--- src/rtl/adder_seq_ctrl.sv ---
// Multi-precision add/subtract sequencer: one 16-bit adder is reused LSW first with a registered carry.
// Optional zero-result flag output is enabled by defining ADDER_SEQ_ZERO_FLAG_EN.

module adder_16bit (
  input  logic [15:0] a,
  input  logic [15:0] b,
  input  logic        cin,
  output logic [15:0] s,
  output logic        cout
);
  assign {cout, s} = {1'b0, a} + {1'b0, b} + {16'd0, cin};
endmodule

module adder_seq_ctrl #(
  parameter int WORDS = 4,
  parameter int W     = 16 * WORDS
) (
  input  logic         clk,
  input  logic         rst,
  input  logic         start,
  input  logic         op_sub,
  input  logic [W-1:0] a_in,
  input  logic [W-1:0] b_in,
  output logic         busy,
  output logic         done,
  output logic [W-1:0] result,
  output logic         cout,
  output logic         overflow,
`ifdef ADDER_SEQ_ZERO_FLAG_EN
  output logic         zero,
`endif
  output logic [1:0]   dbg_state
);

  localparam int IW = (WORDS > 1) ? $clog2(WORDS) : 1;

  // Handshake: start is accepted only in IDLE; busy is high for the WORDS
  // RUN cycles; done pulses for one cycle, after which result/cout/overflow
  // stay stable until the next accepted start.
  typedef enum logic [1:0] {
    S_IDLE = 2'd0,
    S_RUN  = 2'd1,
    S_DONE = 2'd2
  } state_t;

  state_t          r_state;
  state_t          w_state_nxt;
  logic [IW-1:0]   r_idx;
  logic            r_carry;
  logic            r_sub;
  logic [15:0]     r_a_w   [WORDS];
  logic [15:0]     r_b_w   [WORDS];
  logic [15:0]     r_res_w [WORDS];
  logic            r_cout;
  logic            r_ovf;

  logic            w_last;
  logic [15:0]     w_add_a;
  logic [15:0]     w_add_b;
  logic            w_add_cin;
  logic [15:0]     w_add_s;
  logic            w_add_cout;

  assign w_last    = (r_idx == IW'(WORDS - 1));
  assign w_add_a   = r_a_w[r_idx];
  assign w_add_b   = r_b_w[r_idx] ^ {16{r_sub}};
  assign w_add_cin = (r_idx == '0) ? r_sub : r_carry;

  adder_16bit u_add (
    .a    (w_add_a),
    .b    (w_add_b),
    .cin  (w_add_cin),
    .s    (w_add_s),
    .cout (w_add_cout)
  );

  always_ff @(posedge clk) begin
    if (rst) r_state <= S_IDLE;
    else     r_state <= w_state_nxt;
  end

  always_comb begin
    w_state_nxt = r_state;
    busy        = 1'b0;
    done        = 1'b0;
    case (r_state)
      S_IDLE: if (start) w_state_nxt = S_RUN;
      S_RUN: begin
        busy = 1'b1;
        if (w_last) w_state_nxt = S_DONE;
      end
      S_DONE: begin
        done        = 1'b1;
        w_state_nxt = S_IDLE;
      end
      default: w_state_nxt = S_IDLE;
    endcase
  end

  always_ff @(posedge clk) begin
    if (rst) begin
      r_idx   <= '0;
      r_carry <= 1'b0;
      r_sub   <= 1'b0;
      r_cout  <= 1'b0;
      r_ovf   <= 1'b0;
      for (int i = 0; i < WORDS; i++) begin
        r_a_w[i]   <= '0;
        r_b_w[i]   <= '0;
        r_res_w[i] <= '0;
      end
    end else begin
      case (r_state)
        S_IDLE: begin
          if (start) begin
            r_idx <= '0;
            r_sub <= op_sub;
            for (int i = 0; i < WORDS; i++) begin
              r_a_w[i] <= a_in[16*i +: 16];
              r_b_w[i] <= b_in[16*i +: 16];
            end
          end
        end
        S_RUN: begin
          r_res_w[r_idx] <= w_add_s;
          r_carry        <= w_add_cout;
          if (w_last) begin
            r_cout <= w_add_cout;
            // Signed overflow judged on the effective (possibly inverted) B MSW.
            r_ovf  <= (w_add_a[15] == w_add_b[15]) && (w_add_s[15] != w_add_a[15]);
          end else begin
            r_idx <= r_idx + IW'(1);
          end
        end
        default: ;
      endcase
    end
  end

`ifdef ADDER_SEQ_ZERO_FLAG_EN
  logic r_zacc;
  logic r_zero;
  logic w_zacc_in;

  // Running AND of per-word zero tests; word 0 restarts the accumulation.
  assign w_zacc_in = ((r_idx == '0) ? 1'b1 : r_zacc) & (w_add_s == 16'd0);

  always_ff @(posedge clk) begin
    if (rst) begin
      r_zacc <= 1'b0;
      r_zero <= 1'b0;
    end else if (r_state == S_RUN) begin
      r_zacc <= w_zacc_in;
      if (w_last) r_zero <= w_zacc_in;
    end
  end

  assign zero = r_zero;
`endif

  for (genvar g = 0; g < WORDS; g++) begin : g_res
    assign result[16*g +: 16] = r_res_w[g];
  end

  assign cout      = r_cout;
  assign overflow  = r_ovf;
  assign dbg_state = r_state;

endmodule

--- config.mk ---
export PLATFORM = sky130hd
export DESIGN_NAME = adder_seq_ctrl
export DESIGN_NICKNAME = d
export VERILOG_FILES = /design/src/rtl/adder_seq_ctrl.sv
export SDC_FILE = /design/constraint.sdc
export NUM_CORES = 1
export LEC_CHECK = 0
export ABC_AREA = 1
export ABC_CLOCK_PERIOD_IN_PS = 7200
export CAP_MARGIN = 20
export CORE_MARGIN = 5
export CORE_UTILIZATION = 55
export CTS_BUF_LIST = sky130_fd_sc_hd__clkbuf_8
export CTS_CLUSTER_DIAMETER = 200
export DETAILED_ROUTE_END_ITERATION = 6
export PLACE_DENSITY_LB_ADDON = 0.15
export SLEW_MARGIN = 20
export SYNTH_ARGS = -nofsm -noshare
export SYNTH_HDL_FRONTEND = slang
export SYNTH_HIERARCHICAL = 1
export SYNTH_SLANG_ARGS = --single-unit
--- constraint.sdc ---
create_clock -name clk -period 7.2 [get_ports clk]
set_input_delay 0.72 -clock clk [delete_from_list [all_inputs] [get_ports clk]]
set_output_delay 0.72 -clock clk [all_outputs]
set_load 0.05 [all_outputs]
==> results of run 1 <==
-- area by class of cell --
cell class	count	share of cell area
inverters	199	0.06073
well taps	225	0.02281
multi-input cells	563	0.2239
clock inverters	23	0.009733
clock buffers	29	0.03234
repair buffers	207	0.1670
flip-flops and latches	202	0.4835
-- synthesized netlist by cell type (7+ instances only) --
cell	instances
sky130_fd_sc_hd__inv_2	7
sky130_fd_sc_hd__a21oi_1	9
sky130_fd_sc_hd__clkbuf_1	13
sky130_fd_sc_hd__dfxtp_1	10
sky130_fd_sc_hd__edfxtp_1	192
sky130_fd_sc_hd__inv_1	191
sky130_fd_sc_hd__buf_2	23
sky130_fd_sc_hd__nand2_1	101
sky130_fd_sc_hd__xor2_1	21
sky130_fd_sc_hd__nand2_2	9
sky130_fd_sc_hd__o21ai_0	63
sky130_fd_sc_hd__nand3_1	18
sky130_fd_sc_hd__ha_1	17
sky130_fd_sc_hd__o22ai_1	30
sky130_fd_sc_hd__nor2_1	265
-- logic make-up after synthesis --
kind of cell,count (synthesis),synth area share
flip-flops,202,0.6178
buffers and inverters,238,0.09770
adder cells (fa/ha/maj),19,0.02617
AND/OR/NAND/NOR,414,0.1772
XOR/XNOR,22,0.01995
AO/OA/AOI/OAI,108,0.06116
-- final timing paths --
| path | startpoint | end | slack (ps) | cells after the start |
|---|---|---|---|---|
| setup / recovery | flip-flop | r_res_w[2][12]$_SDFFCE_PN0P_ | 3550 | 16 |
| hold / removal | r_carry$_SDFFE_PP0N_ | r_carry$_SDFFE_PP0N_ | 490 | 2 |
| setup reg to reg | flip-flop | r_res_w[2][12]$_SDFFCE_PN0P_ | 3550 | 16 |
| hold reg to reg | r_carry$_SDFFE_PP0N_ | r_carry$_SDFFE_PP0N_ | 490 | 2 |
-- power by group --
part / switching (mW) / total [mW] / leakage [nW] / internal (mW)
registers: 0.0311 / 1.42 / 2.13 / 1.39
logic: 0.558 / 0.841 / 3.20 / 0.284
clock network: 0.410 / 0.820 / 0.297 / 0.410
-- layer usage --
| metal | up-vias | track usage |
|---|---|---|
| met5 | - | 0 |
| met4 | 0 | 0.06103 |
| met3 | 43 | 0.04167 |
| met2 | 284 | 0.3328 |
| met1 | 3203 | 0.2898 |
| li1 | 3585 | - |
-- state kept, by name (all words and copies together) (netlist names), named ones only --
| signal | flops |
|---|---|
| r_idx | 2 |
| r_res_w | 64 |
| dbg_state | 2 |
| r_carry | 1 |
| r_b_w | 64 |
| r_a_w | 64 |
| r_sub | 1 |
| cout | 1 |
| overflow | 1 |
-- worst min-delay path, cell delays in order, from the launching register on --
cell,delay [ps]
sky130_fd_sc_hd__dfxtp_1,300
sky130_fd_sc_hd__inv_1,60
sky130_fd_sc_hd__o31ai_1,70
==> flow_results.org, run 1 <==
** Clock tree
- The clock drives 202 sinks.
- Clock tree synthesis inserted a total of 29 buffers.
- The tree is rooted in a sky130_fd_sc_hd__clkbuf_8.
- TritonCTS built the clock tree.
- Number of cells upsized or downsized after cts :: 0
- Hold_buf cts :: 0
- Maximum number of buffers from clock root to sink :: 3
- After clock tree synthesis, the clock-pin slew on the worst setup and hold paths is 70 ps.
- Number of H-tree branching levels :: 1
- Clk_lat worst skew :: 540 ps
- The number of setup buffers added after CTS is 0.

** Cells and area
- Area of all placed cells without fillers :: 0.01234 sq mm
- Measured on the finished design, the core utilization comes to 0.7160.
- Storage element area :: 0.005967 sq mm
- Footprint of the multi-input gates :: 0.002763 sq mm
- The library cells used most frequently in the layout, excluding fill and tap cells, are sky130_fd_sc_hd__nor2_1, sky130_fd_sc_hd__clkdlybuf4s50_1, sky130_fd_sc_hd__inv_1.
- Layout cells sized above 1 :: 0.06214
- After the flow finishes, the layout carries non-filler instances totaling 1,448.
- Diodes inserted :: 0
- Leaving out fill and tap cells, the most frequent cell in the layout is sky130_fd_sc_hd__nor2_1.
- The filler cells instantiated in the layout total 1,328.
- The final layout contains 1,353 nets.
- P&R area growth vs syn :: 27.79%

** Power and ir drop
- Leakage dissipation :: 5.628 nW
- Worst ir drop on vdd :: 127.0 uV
- The design draws 3.084 mW.
- PwrDens :: 249.9 mW/mm^2

** Drt
- Initial DRC count :: 540
- Once detail routing completed, the nets flagged for antenna violations numbered 0.
- In the detailed route, the total length drawn on met3 is 1787 microns.
- For this run, the detailed router's first-pass iteration total came to 7.
- Highest routing layer actually used :: met4
- Using the TritonRoute via totals, the vias-per-cell ratio works out to 4.914.
- Total length of routed met2 wires :: 10,090 microns
- Drc violations :: 0
- Average detailed-routed wire length per instance :: 14.84 microns
- Vias after detailed routing :: 7,115
- For this block, the routed nets add up to 21,490 microns of wire.
- Met1 wire length :: 9111 microns

** Floorplanning
- In this run the count of I/O pins placed on the die edge is 202.
- Die footprint :: 0.02031 sq mm
- Horizontal die dimension :: 142.5 microns
- Number of standard-cell rows in the floorplan :: 48
- The die is 142.5 microns tall.
- Initial standard-cell utilization of the core :: 0.5602
- The core region is 0.01724 sq mm.

** Global route
- Initial antenna violation count :: 0
- In the global route stage, overall resource usage came out at 0.2075.
- Summed over all layers, the global routing overflow is 0.
- Entering global routing, the biggest net connects 129 pins.
- First-pass GRT wire length :: 33,750 microns
- Number of global-route vias before repair :: 6,729

** Timing
- Final setup vio count :: 0
- Endpoints failing hold :: 0
- Part of the cycle the worst path needs :: 0.5075
- For the final routed database, the setup TNS stands at 0 ps.
- RSZ-0062 raised after global routing :: false
- Actual slew at the worst max-slew pin :: 901.2 ps
- Headroom to the max-slew limit :: 0.3992
- Max Fclk :: 0.2737 GHz
- Final Critical Period :: 3654 ps
- Final Hold Slack :: 488.6 ps
- Worst-case clock skew :: 10.03 ps
- The number of max-slew violations in the final report was 0.
- Setup slack closes at 3546 ps.

** Yosys
- In this run the cell area of the synthesized design comes to 0.009657 sq mm.
- Synth Net Count :: 1,154
- Mean post-synth cell area :: 9.628 sq um
- Counting flops with a built-in enable in the synthesized netlist gives 192.
- For this run, asynchronously set or reset flops after synthesis account for 0.
- sky130_fd_sc_hd__edfxtp_1 takes more of the synthesized area than any other cell.
- Synthesis-stage register bit count :: 202
- After synthesis, the netlist uses 37 different library cells.
- For this run, the number of Yosys warnings is 6.
- Synthesis produced 1,003 cells.
- Share of Yosys cell area claimed by the top area cell type :: 0.5970
- Top area cells in the synthesized netlist :: sky130_fd_sc_hd__edfxtp_1, sky130_fd_sc_hd__nor2_1, sky130_fd_sc_hd__inv_1
- Post-synthesis sequential area ratio :: 0.6178
- For this run, the leading register cell type out of synthesis is sky130_fd_sc_hd__edfxtp_1.

** Worst setup path
- CP most frequent cell :: sky130_fd_sc_hd__nand2_1
- For this design, the slowest cell found on the critical path is sky130_fd_sc_hd__buf_4.
- Element type at the critical path end :: flip-flop
- Worst Path Buf+Inv :: 4
- The critical path goes through buf_4 > inv_2 > buf_4 > o21ai_0 > o22ai_1 > fa_1 > fa_1 > nand2_1 > nand2_1 > and2_4 > nand3_2 > nand3_2 > nand2_1 > nand2_1 > inv_1 > nor2_1.
- STA puts the critical path data arrival time at 3940 ps.
- For this run, the slowest stage of the critical path takes 490 ps.
- In this run the worst path has a maximum fanout of 65.
- Worst EP required :: 7490 ps
- Type of the setup path with the least slack :: reg -> reg
- Startpoint type of the worst setup path :: flip-flop
- Gate family responsible for the most delay along the worst path :: buffers and inverters

** Run
- Across the run, the number of max-cap violations was 0.

** Status
- Run status :: finished clean

** Placed design
- The congestion estimate from routability-driven global placement came to 0.9424.
- Pre-CTS setup slack :: 3559 ps
- Area of placed instances :: 0.01182 sq mm
- The wire-length estimate of the detail-placed layout is 15,830 microns.
- Number of placed instances with taps included :: 1,396
- Port Buf Inserts :: 201

** Min path
- Hold Path Class :: reg -> reg
(Power assumes the default switching activity.)
==> run 2: changes to the inputs <==
--- a/config.mk
+++ b/config.mk
@@ -6,10 +6,10 @@
 export NUM_CORES = 1
 export LEC_CHECK = 0
 export ABC_AREA = 1
-export ABC_CLOCK_PERIOD_IN_PS = 7200
+export ABC_CLOCK_PERIOD_IN_PS = 3840
 export CAP_MARGIN = 20
 export CORE_MARGIN = 5
-export CORE_UTILIZATION = 55
+export CORE_UTILIZATION = 53
 export CTS_BUF_LIST = sky130_fd_sc_hd__clkbuf_8
 export CTS_CLUSTER_DIAMETER = 200
 export DETAILED_ROUTE_END_ITERATION = 6
==> constraint.sdc (replaced) <==
create_clock -name clk -period 3.84 [get_ports clk]
set_input_delay 0.384 -clock clk [delete_from_list [all_inputs] [get_ports clk]]
set_output_delay 0.384 -clock clk [all_outputs]
set_load 0.05 [all_outputs]
==> run 2 against run 1 <==
Compared with the run above:
- routed wire length rose by 2.2%
- register-to-register slack got worse by 3000 ps
- die area rose by 3.5%
- non-clock buffer count rose by 3
- setup slack got worse by 3000 ps
- clock skew rose by 14 ps
- sequential share of layout area fell by 0.41 points
- largest cell class unchanged
- power rose by 91%
- first-iteration DRC count fell by 7.0%
==> flow_results.org, run 2 (synthesis gave the netlist of run 1 again) <==
** Timing
- Actual slew at the worst max-slew pin :: 861.5 ps (was 901.2 ps)
- Final Critical Period :: 3265 ps (was 3654 ps)
- Final worst slack :: 575.1 ps (was 3546 ps)
- Max Fclk :: 0.3063 GHz (was 0.2737 GHz)
- Worst-case clock skew :: 24.32 ps (was 10.03 ps)
- Count of final max-slew check failures :: 0 (unchanged)
- Part of the cycle the worst path needs :: 0.8502 (was 0.5075)
- Sum of negative setup slack :: 0 ps (unchanged)
- RSZ-0062 raised after global routing :: false (unchanged)
- Endpoints failing hold :: 0 (unchanged)
- The worst-case headroom to the max-slew limit came to 0.4249 (was 0.3992).
- The final setup violation count is 0 (unchanged).

** Min path
- Hold Path Class :: in -> reg (was reg -> reg)

** Floorplanning
- Horizontal die dimension :: 145.0 microns (was 142.5 microns)
- Initial standard-cell utilization of the core :: 0.5376 (was 0.5602)
- The core box area is 0.01796 sq mm (was 0.01724 sq mm).
- Die footprint :: 0.02102 sq mm (was 0.02031 sq mm)
- The number of I/O pins came to 202 (unchanged).
- The floorplan die height was 145.0 microns (was 142.5 microns).
- Number of standard-cell rows in the floorplan :: 49 (was 48)

** Global route
- Total Routing Usage GR :: 0.2009 (was 0.2075)
- Remaining Overflow, GRT :: 0 (unchanged)
- Maximum number of pins on one net before global-route repair :: 59 (was 129)
- The initial antenna violation count came to 0 (unchanged).
- Number of global-route vias before repair :: 6,958 (was 6,729)
- The first-pass GRT wire length came to 34,430 microns (was 33,750 microns).

** Cells and area
- Layout Nets :: 1,361 (was 1,353)
- The growth of design area from synthesis to finish is 28.88% (was 27.79%).
- Most frequent cells in the layout: sky130_fd_sc_hd__nor2_1, sky130_fd_sc_hd__inv_1, sky130_fd_sc_hd__clkdlybuf4s50_1 (was sky130_fd_sc_hd__nor2_1, sky130_fd_sc_hd__clkdlybuf4s50_1, sky130_fd_sc_hd__inv_1).
- Area of all placed cells without fillers :: 0.01245 sq mm (was 0.01234 sq mm)
- Number of standard cells in the final layout excluding fillers :: 1,460 (was 1,448)
- The number of antenna repair diodes was 0 (unchanged).
- Commonest non-fill, non-tap cell in the layout :: sky130_fd_sc_hd__nor2_1 (unchanged)
- The fraction of final layout cells sized beyond drive strength 1 was 0.06905 (was 0.06214).
- Registers with the highest flip-flop counts :: r_a_w: 64 flops, r_b_w: 64 flops, r_res_w: 64 flops (unchanged)
- The filler cell count was 1,372 (was 1,328).

** Worst setup path
- The nature of the critical path startpoint is a flip-flop (unchanged).
- The capturing element type of the critical path is a flip-flop (unchanged).
- The biggest fanout along the worst timing path was 58 (was 65).
- The worst endpoint data arrival time is 3530 ps (was 3940 ps).
- Worst EP required :: 4100 ps (was 7490 ps)
- Type of the setup path with the least slack :: reg -> reg (unchanged)

** Placed design
- Number of placed instances with taps included :: 1,403 (was 1,396)
- Port Buf Inserts :: 201 (unchanged)
- Pre-CTS setup slack :: 565.6 ps (was 3559 ps)
- The total half-perimeter wirelength after legalization and detailed placement came to 16,150 microns (was 15,830 microns).
- Routability cong. :: 0.8713 (was 0.9424)
- The post-detailed-placement cell area was 0.01187 sq mm (was 0.01182 sq mm).

** Power and ir drop
- The total power density per cell area was 474.2 mW/mm^2 (was 249.9 mW/mm^2).
- Leakage dissipation :: 5.683 nW (was 5.628 nW)
- The maximum ir drop on the vdd rail was 263.0 uV (was 127.0 uV).

** Drt
- The number of detailed-routing iterations run before antenna repair came to 5 (was 7).
- The average via count per standard cell is 4.886 (was 4.914).
- Drc violations :: 0 (unchanged)
- Routed Antenna Nets :: 0 (unchanged)
- Vias after detailed routing :: 7,133 (was 7,115)
- Initial DRC count :: 502 (was 540)
- Final wirelength :: 21,960 microns (was 21,490 microns)
- Average detailed-routed wire length per instance :: 15.04 microns (was 14.84 microns)

** Clock tree
- Cell chosen for the clock root :: sky130_fd_sc_hd__clkbuf_8 (unchanged)
- The post-CTS resize count was 0 (unchanged).
- The total CTS buffers came to 34 (was 29).
- The number of buffers added to fix hold violations after cts came to 0 (unchanged).
- The CTS sink count came to 202 (unchanged).
- Setup Fix Bufs, Post-CTS :: 0 (unchanged)
- The clock insertion delay at the later pin of the skew report is 520 ps (was 540 ps).
- The maximum buffer depth of the clock tree was 3 (unchanged).
- Number of H-tree branching levels :: 2 (was 1)
- The CTS tree is built (unchanged).
- The clock transition at the register clock pins on the worst setup and hold paths after CTS came to 60 ps (was 70 ps).

** Run
- Reported max-cap violation count :: 0 (unchanged)

** Status
- Run status: finished clean (unchanged).
-- run 2: changes by cell type in the layout (fill, tap and decap cells not counted), sizes merged --
cell / previous run / this run
buf: 6 / 9
clkinvlp: 1 / 2
inv: 208 / 209
clkinv: 12 / 10
clkbuf: 29 / 35
bufinv: 1 / 0
-- run 2: worst paths after layout --
| path | startpoint | to | slack (ps) | cells past startpoint |
|---|---|---|---|---|
| max | flip-flop | r_res_w[2][14]$_SDFFCE_PN0P_ | 580 | 16 |
| min | op_sub | r_sub$_SDFFE_PP0P_ | 470 | 3 |
| max reg2reg | flip-flop | r_res_w[2][14]$_SDFFCE_PN0P_ | 580 | 16 |
| min reg2reg | r_carry$_SDFFE_PP0N_ | r_carry$_SDFFE_PP0N_ | 480 | 2 |
-- run 2: worst max-delay path, cell delays in order, from the launching register on --
cell and delay (ps):
sky130_fd_sc_hd__dfxtp_2 390, sky130_fd_sc_hd__buf_4 460, sky130_fd_sc_hd__o21ai_0 190, sky130_fd_sc_hd__o22ai_1 210, sky130_fd_sc_hd__xor2_1 110, sky130_fd_sc_hd__fa_1 470
sky130_fd_sc_hd__fa_1 430, sky130_fd_sc_hd__nand2_1 90, sky130_fd_sc_hd__nand2_1 70, sky130_fd_sc_hd__nand3b_1 100, sky130_fd_sc_hd__nand2_2 80, sky130_fd_sc_hd__nand2_1 90
sky130_fd_sc_hd__nand2_1 60, sky130_fd_sc_hd__nand2_1 60, sky130_fd_sc_hd__nand2_1 40, sky130_fd_sc_hd__inv_1 110, sky130_fd_sc_hd__nor2_1 60
-- run 2: power breakdown --
group / leakage [nW] / switching, mW / internal [mW]
logic: 3.22 / 1.05 / 0.540
clock network: 0.328 / 0.806 / 0.842
registers: 2.13 / 0.0596 / 2.61
-- run 2: layer usage --
layer | global-route usage | part of all wire | up-vias
met5 | 0 | 0 | -
met4 | 0.05650 | 0.018 | 0
met3 | 0.05051 | 0.073 | 39
met2 | 0.3397 | 0.49 | 262
met1 | 0.2585 | 0.42 | 3233
li1 | - | - | 3599
-- run 2: stage by stage --
stage | hold slack, ps | power (mW) | utilization
floorplan | 439.8 | 3.768 | -
global placement | 460.3 | 4.261 | 0.6608
detailed placement | 469.6 | 4.294 | 0.6608
CTS | 452.0 | 5.944 | 0.6928
global route | 474.8 | 6.210 | 0.6928
finish | 472.7 | 5.902 | 0.6928
-- run 2: cell type report --
type / instances / area, sq um / share of cell area
sequential: 202 / 5967 / 0.4794
multi-input combinational: 563 / 2763 / 0.2220
timing repair buffer: 210 / 2105 / 0.1691
inverter: 199 / 749.5 / 0.06022
clock buffer: 35 / 481.7 / 0.03871
tap: 229 / 286.5 / 0.02302
clock inverter: 22 / 93.84 / 0.007540
==> run 3: changes to the inputs <==
--- a/config.mk
+++ b/config.mk
@@ -8,13 +8,14 @@
 export ABC_AREA = 1
 export ABC_CLOCK_PERIOD_IN_PS = 3840
 export CAP_MARGIN = 20
+export CORE_ASPECT_RATIO = 0.8
 export CORE_MARGIN = 5
 export CORE_UTILIZATION = 53
 export CTS_BUF_LIST = sky130_fd_sc_hd__clkbuf_8
 export CTS_CLUSTER_DIAMETER = 200
 export DETAILED_ROUTE_END_ITERATION = 6
 export PLACE_DENSITY_LB_ADDON = 0.15
-export SLEW_MARGIN = 20
+export SLEW_MARGIN = 40
 export SYNTH_ARGS = -nofsm -noshare
 export SYNTH_HDL_FRONTEND = slang
 export SYNTH_HIERARCHICAL = 1
==> run 3 against run 2 <==
Compared with the run above:
- critical path depth is the same
- clock power grew 2%
- sequential share of layout area shrank 0.058 points
- power grew 0.95%
- final cell count grew 0.14%
- setup slack gained 27 ps
- hold slack lost 15 ps
- maximum frequency grew 0.84%
- core utilization shrank 0.066 points
- via count grew 0.84%
- largest cell class unchanged
- highest routed layer unchanged
==> flow_results.org, run 3 (synthesis gave the netlist of run 1 again) <==
** Cells and area
- P&R area growth vs syn :: 29.04% (was 28.88%)
- The final cell area excluding filler cells was 0.01246 sq mm (was 0.01245 sq mm).
- Registers with the highest flip-flop counts: r_a_w: 64 flops, r_b_w: 64 flops, r_res_w: 64 flops (unchanged).
- Commonest non-fill, non-tap cell in the layout :: sky130_fd_sc_hd__nor2_1 (unchanged)
- The number of nets in the layout is 1,358 (was 1,361).
- The fraction of final layout cells sized beyond drive strength 1 came to 0.06575 (was 0.06905).
- The area taken by multi-input logic gates is 0.002763 sq mm (unchanged).
- Final-layout fill cell count :: 1,396 (was 1,372)
- Storage element area :: 0.005967 sq mm (unchanged)
- Number of standard cells in the final layout excluding fillers :: 1,462 (was 1,460)
- Most frequent cells in the layout: sky130_fd_sc_hd__nor2_1, sky130_fd_sc_hd__inv_1, sky130_fd_sc_hd__clkdlybuf4s50_1 (unchanged).
- The number of antenna repair diodes came to 0 (unchanged).

** Power and ir drop
- Internal :: 4.030 mW (was 3.990 mW)
- Sequential share of power :: 0.448 (was 0.452)
- The power share of the combinational group was 0.268 (was 0.269).
- The total leakage power was 5.683 nW (about the same).
- The switching component of the power was 1.928 mW (was 1.912 mW).
- The total power density per cell area is 478.2 mW/mm^2 (was 474.2 mW/mm^2).
- The maximum ir drop on the vdd rail came to 218.6 uV (was 263.0 uV).
- Overall power after layout :: 5.958 mW (was 5.902 mW)
- Fraction of power spent switching nets :: 0.3235 (was 0.3240)
- Clock group share of total power :: 0.284 (was 0.279)

** Timing
- Final setup vio count :: 0 (unchanged)
- The final count of hold timing violations came to 0 (unchanged).
- RSZ-0062 raised after global routing: false (unchanged).
- Count of final max-slew check failures :: 0 (unchanged)
- The final setup skew is 9.552 ps (was 24.32 ps).
- The highest clock frequency the design can meet is 0.3089 GHz (was 0.3063 GHz).
- The clock period minus final worst setup slack is 3238 ps (was 3265 ps).
- Headroom to the max-slew limit :: 0.4768 (was 0.4249)
- Sum of negative setup slack :: 0 ps (unchanged)
- The final clock period utilization by the worst path was 0.8431 (was 0.8502).
- Actual slew at the worst max-slew pin :: 782.9 ps (was 861.5 ps)

** Drt
- The total DRC errors in the routed layout is 0 (unchanged).
- The average wire per standard cell was 15.42 microns (was 15.04 microns).
- Final wirelength :: 22,550 microns (was 21,960 microns)
- Routed Antenna Nets :: 0 (unchanged)
- The average via count per standard cell came to 4.920 (was 4.886).
- Vias after detailed routing :: 7,193 (was 7,133)
- The number of detailed-routing iterations run before antenna repair was 4 (was 5).
- The count of routing violations after the opening detailed-route iteration is 472 (was 502).

** Worst setup path
- The internal reg-to-reg setup slack is 600 ps (was 580 ps).
- The capturing element type of the critical path was a flip-flop (unchanged).
- Endpoint of the worst setup timing path :: r_res_w[2][14]$_SDFFCE_PN0P_ (unchanged)
- The required time at the endpoint of the critical path was 4140 ps (was 4100 ps).
- The depth of the worst register-to-register path is 16 (unchanged).
- Cell-by-cell listing of the critical path: inv_2 > o21ai_0 > o22ai_1 > xor2_1 > fa_1 > fa_1 > nand2_1 > nand2_1 > nand3b_1 > nand2_2 > nand2_1 > nand2_1 > nand2_1 > nand2_1 > inv_1 > nor2_1 (was buf_4 > o21ai_0 > o22ai_1 > xor2_1 > fa_1 > fa_1 > nand2_1 > nand2_1 > nand3b_1 > nand2_2 > nand2_1 > nand2_1 > nand2_1 > nand2_1 > inv_1 > nor2_1).
- The biggest fanout along the worst timing path was 26 (was 58).
- The destination of the worst register-to-register timing path was r_res_w[2][14]$_SDFFCE_PN0P_ (unchanged).
- Slowest stage delay, CP :: 600 ps (was 470 ps)
- Arrival time worst endpoint :: 3530 ps (about the same)
- CP most frequent cell :: sky130_fd_sc_hd__nand2_1 (unchanged)
- The cell with the largest stage delay on the worst path is sky130_fd_sc_hd__dfxtp_2 (was sky130_fd_sc_hd__fa_1).
- The nature of the critical path startpoint is a flip-flop (unchanged).
- Type of the setup path with the least slack :: reg -> reg (unchanged)

** Status
- Run status :: finished clean (unchanged)

** Floorplanning
- The floorplan die height is 130.7 microns (was 145.0 microns).
- Core Footprint :: 0.01800 sq mm (was 0.01796 sq mm)
- Initial standard-cell utilization of the core :: 0.5364 (was 0.5376)
- Horizontal die dimension :: 160.9 microns (was 145.0 microns)
- I/O pin total :: 202 (unchanged)
- Number of standard-cell rows in the floorplan :: 44 (was 49)
- Die footprint :: 0.02104 sq mm (was 0.02102 sq mm)

** Global route
- Initial antenna violation count :: 0 (unchanged)
- The maximum number of pins on one net before global-route repair was 81 (was 59).
- Remaining Overflow, GRT :: 0 (unchanged)
- Number of global-route vias before repair :: 7,225 (was 6,958)
- Total Routing Usage GR :: 0.2146 (was 0.2009)
- First-pass GRT wire length :: 36,180 microns (was 34,430 microns)

** Placed design
- The final weighted congestion of routability-driven global placement was 0.8552 (was 0.8713).
- The total half-perimeter wirelength after legalization and detailed placement came to 16,120 microns (was 16,150 microns).
- The post-detailed-placement cell area was 0.01187 sq mm (about the same).
- The count of input and output buffers is 201 (unchanged).
- The count of placed standard cells including taps was 1,404 (was 1,403).

** Clock tree
- The number of buffers added to fix hold violations after cts came to 0 (unchanged).
- The CTS tree is built (unchanged).
- Number of H-tree branching levels :: 1 (was 2)
- Maximum number of buffers from clock root to sink :: 3 (unchanged)
- The clock root buffer is sky130_fd_sc_hd__clkbuf_8 (unchanged).
- Clk_lat worst skew :: 560 ps (was 520 ps)
- The post-CTS resize count was 0 (unchanged).
- Setup Fix Bufs, Post-CTS :: 0 (unchanged)
- Clk sinks :: 202 (unchanged)
- The total CTS buffers is 31 (was 34).
- Clk pin slew, worst setup/hold paths :: 60 ps (about the same)

** Min path
- Hold Path Class :: in -> reg (unchanged)

** Run
- Reported max-cap violation count :: 0 (unchanged)
run 3: cell types whose count changed in the layout (fill, tap and decap cells not counted):
cell	change
sky130_fd_sc_hd__clkinv_1	+5
sky130_fd_sc_hd__bufinv_16	+2
sky130_fd_sc_hd__clkbuf_8	-4
sky130_fd_sc_hd__clkinv_2	-2
run 3: worst max-delay path, delay by kind of cell, from the launching register on:
kind | cells | cell delay, ps
adders and majority gates | 2 | 880
and+or+nand+nor | 9 | 660
DFF | 1 | 600
buffers and inverters | 2 | 360
AOI/OAI and AO/OA | 2 | 300
xor gates and xnor gates | 1 | 160
run 3: worst min-delay path by stage:
| stage | from | end | slack [ps] | depth (start not counted) |
|---|---|---|---|---|
| after detailed placement | cout$_SDFFE_PP0P_ | cout$_SDFFE_PP0P_ | 480 | 2 |
| final | b_in[43] | r_b_w[2][11]$_SDFFCE_PN0P_ | 460 | 3 |
| after floorplan | r_carry$_SDFFE_PP0N_ | r_carry$_SDFFE_PP0N_ | 440 | 2 |
| after global placement | cout$_SDFFE_PP0P_ | cout$_SDFFE_PP0P_ | 470 | 2 |
| after CTS | b_in[43] | r_b_w[2][11]$_SDFFCE_PN0P_ | 430 | 3 |
| after global routing | b_in[18] | r_b_w[1][2]$_SDFFCE_PN0P_ | 450 | 3 |
run 3: cell type report:
class / instances / share of cell area
multi-input cells: 563 / 0.2217
repair buffers: 210 / 0.1689
clock buffers: 31 / 0.03424
well taps: 230 / 0.02309
flip-flops and latches: 202 / 0.4789
clock inverters: 27 / 0.01305
inverters: 199 / 0.06015
run 3: routing by layer:
| metal | global-route usage | vias to the layer above | wire length, microns |
|---|---|---|---|
| met3 | 0.03857 | 33 | 1539 |
| met2 | 0.3539 | 266 | 10320 |
| met4 | 0.05567 | 0 | 475 |
| met5 | 0 | - | 0 |
| met1 | 0.3006 | 3303 | 10210 |
| li1 | - | 3591 | - |
run 3: through the flow:
stage	setup slack, ps	hold slack [ps]	utilization
after global placement	715.5	471.4	0.6594
after floorplan	963.5	439.8	-
after detailed placement	640.5	477.4	0.6594
after CTS	621.0	430.6	0.6922
after global routing	344.9	447.4	0.6922
final	602.3	457.5	0.6922
run 3: power by group through the flow:
stage | clock network [mW] | logic, mW | registers, mW
after floorplan | 0 | 0.886 | 2.88
after global placement | 0 | 1.56 | 2.72
after detailed placement | 0 | 1.58 | 2.72
after CTS | 1.72 | 1.59 | 2.67
after global routing | 1.83 | 1.76 | 2.68
final | 1.69 | 1.60 | 2.67
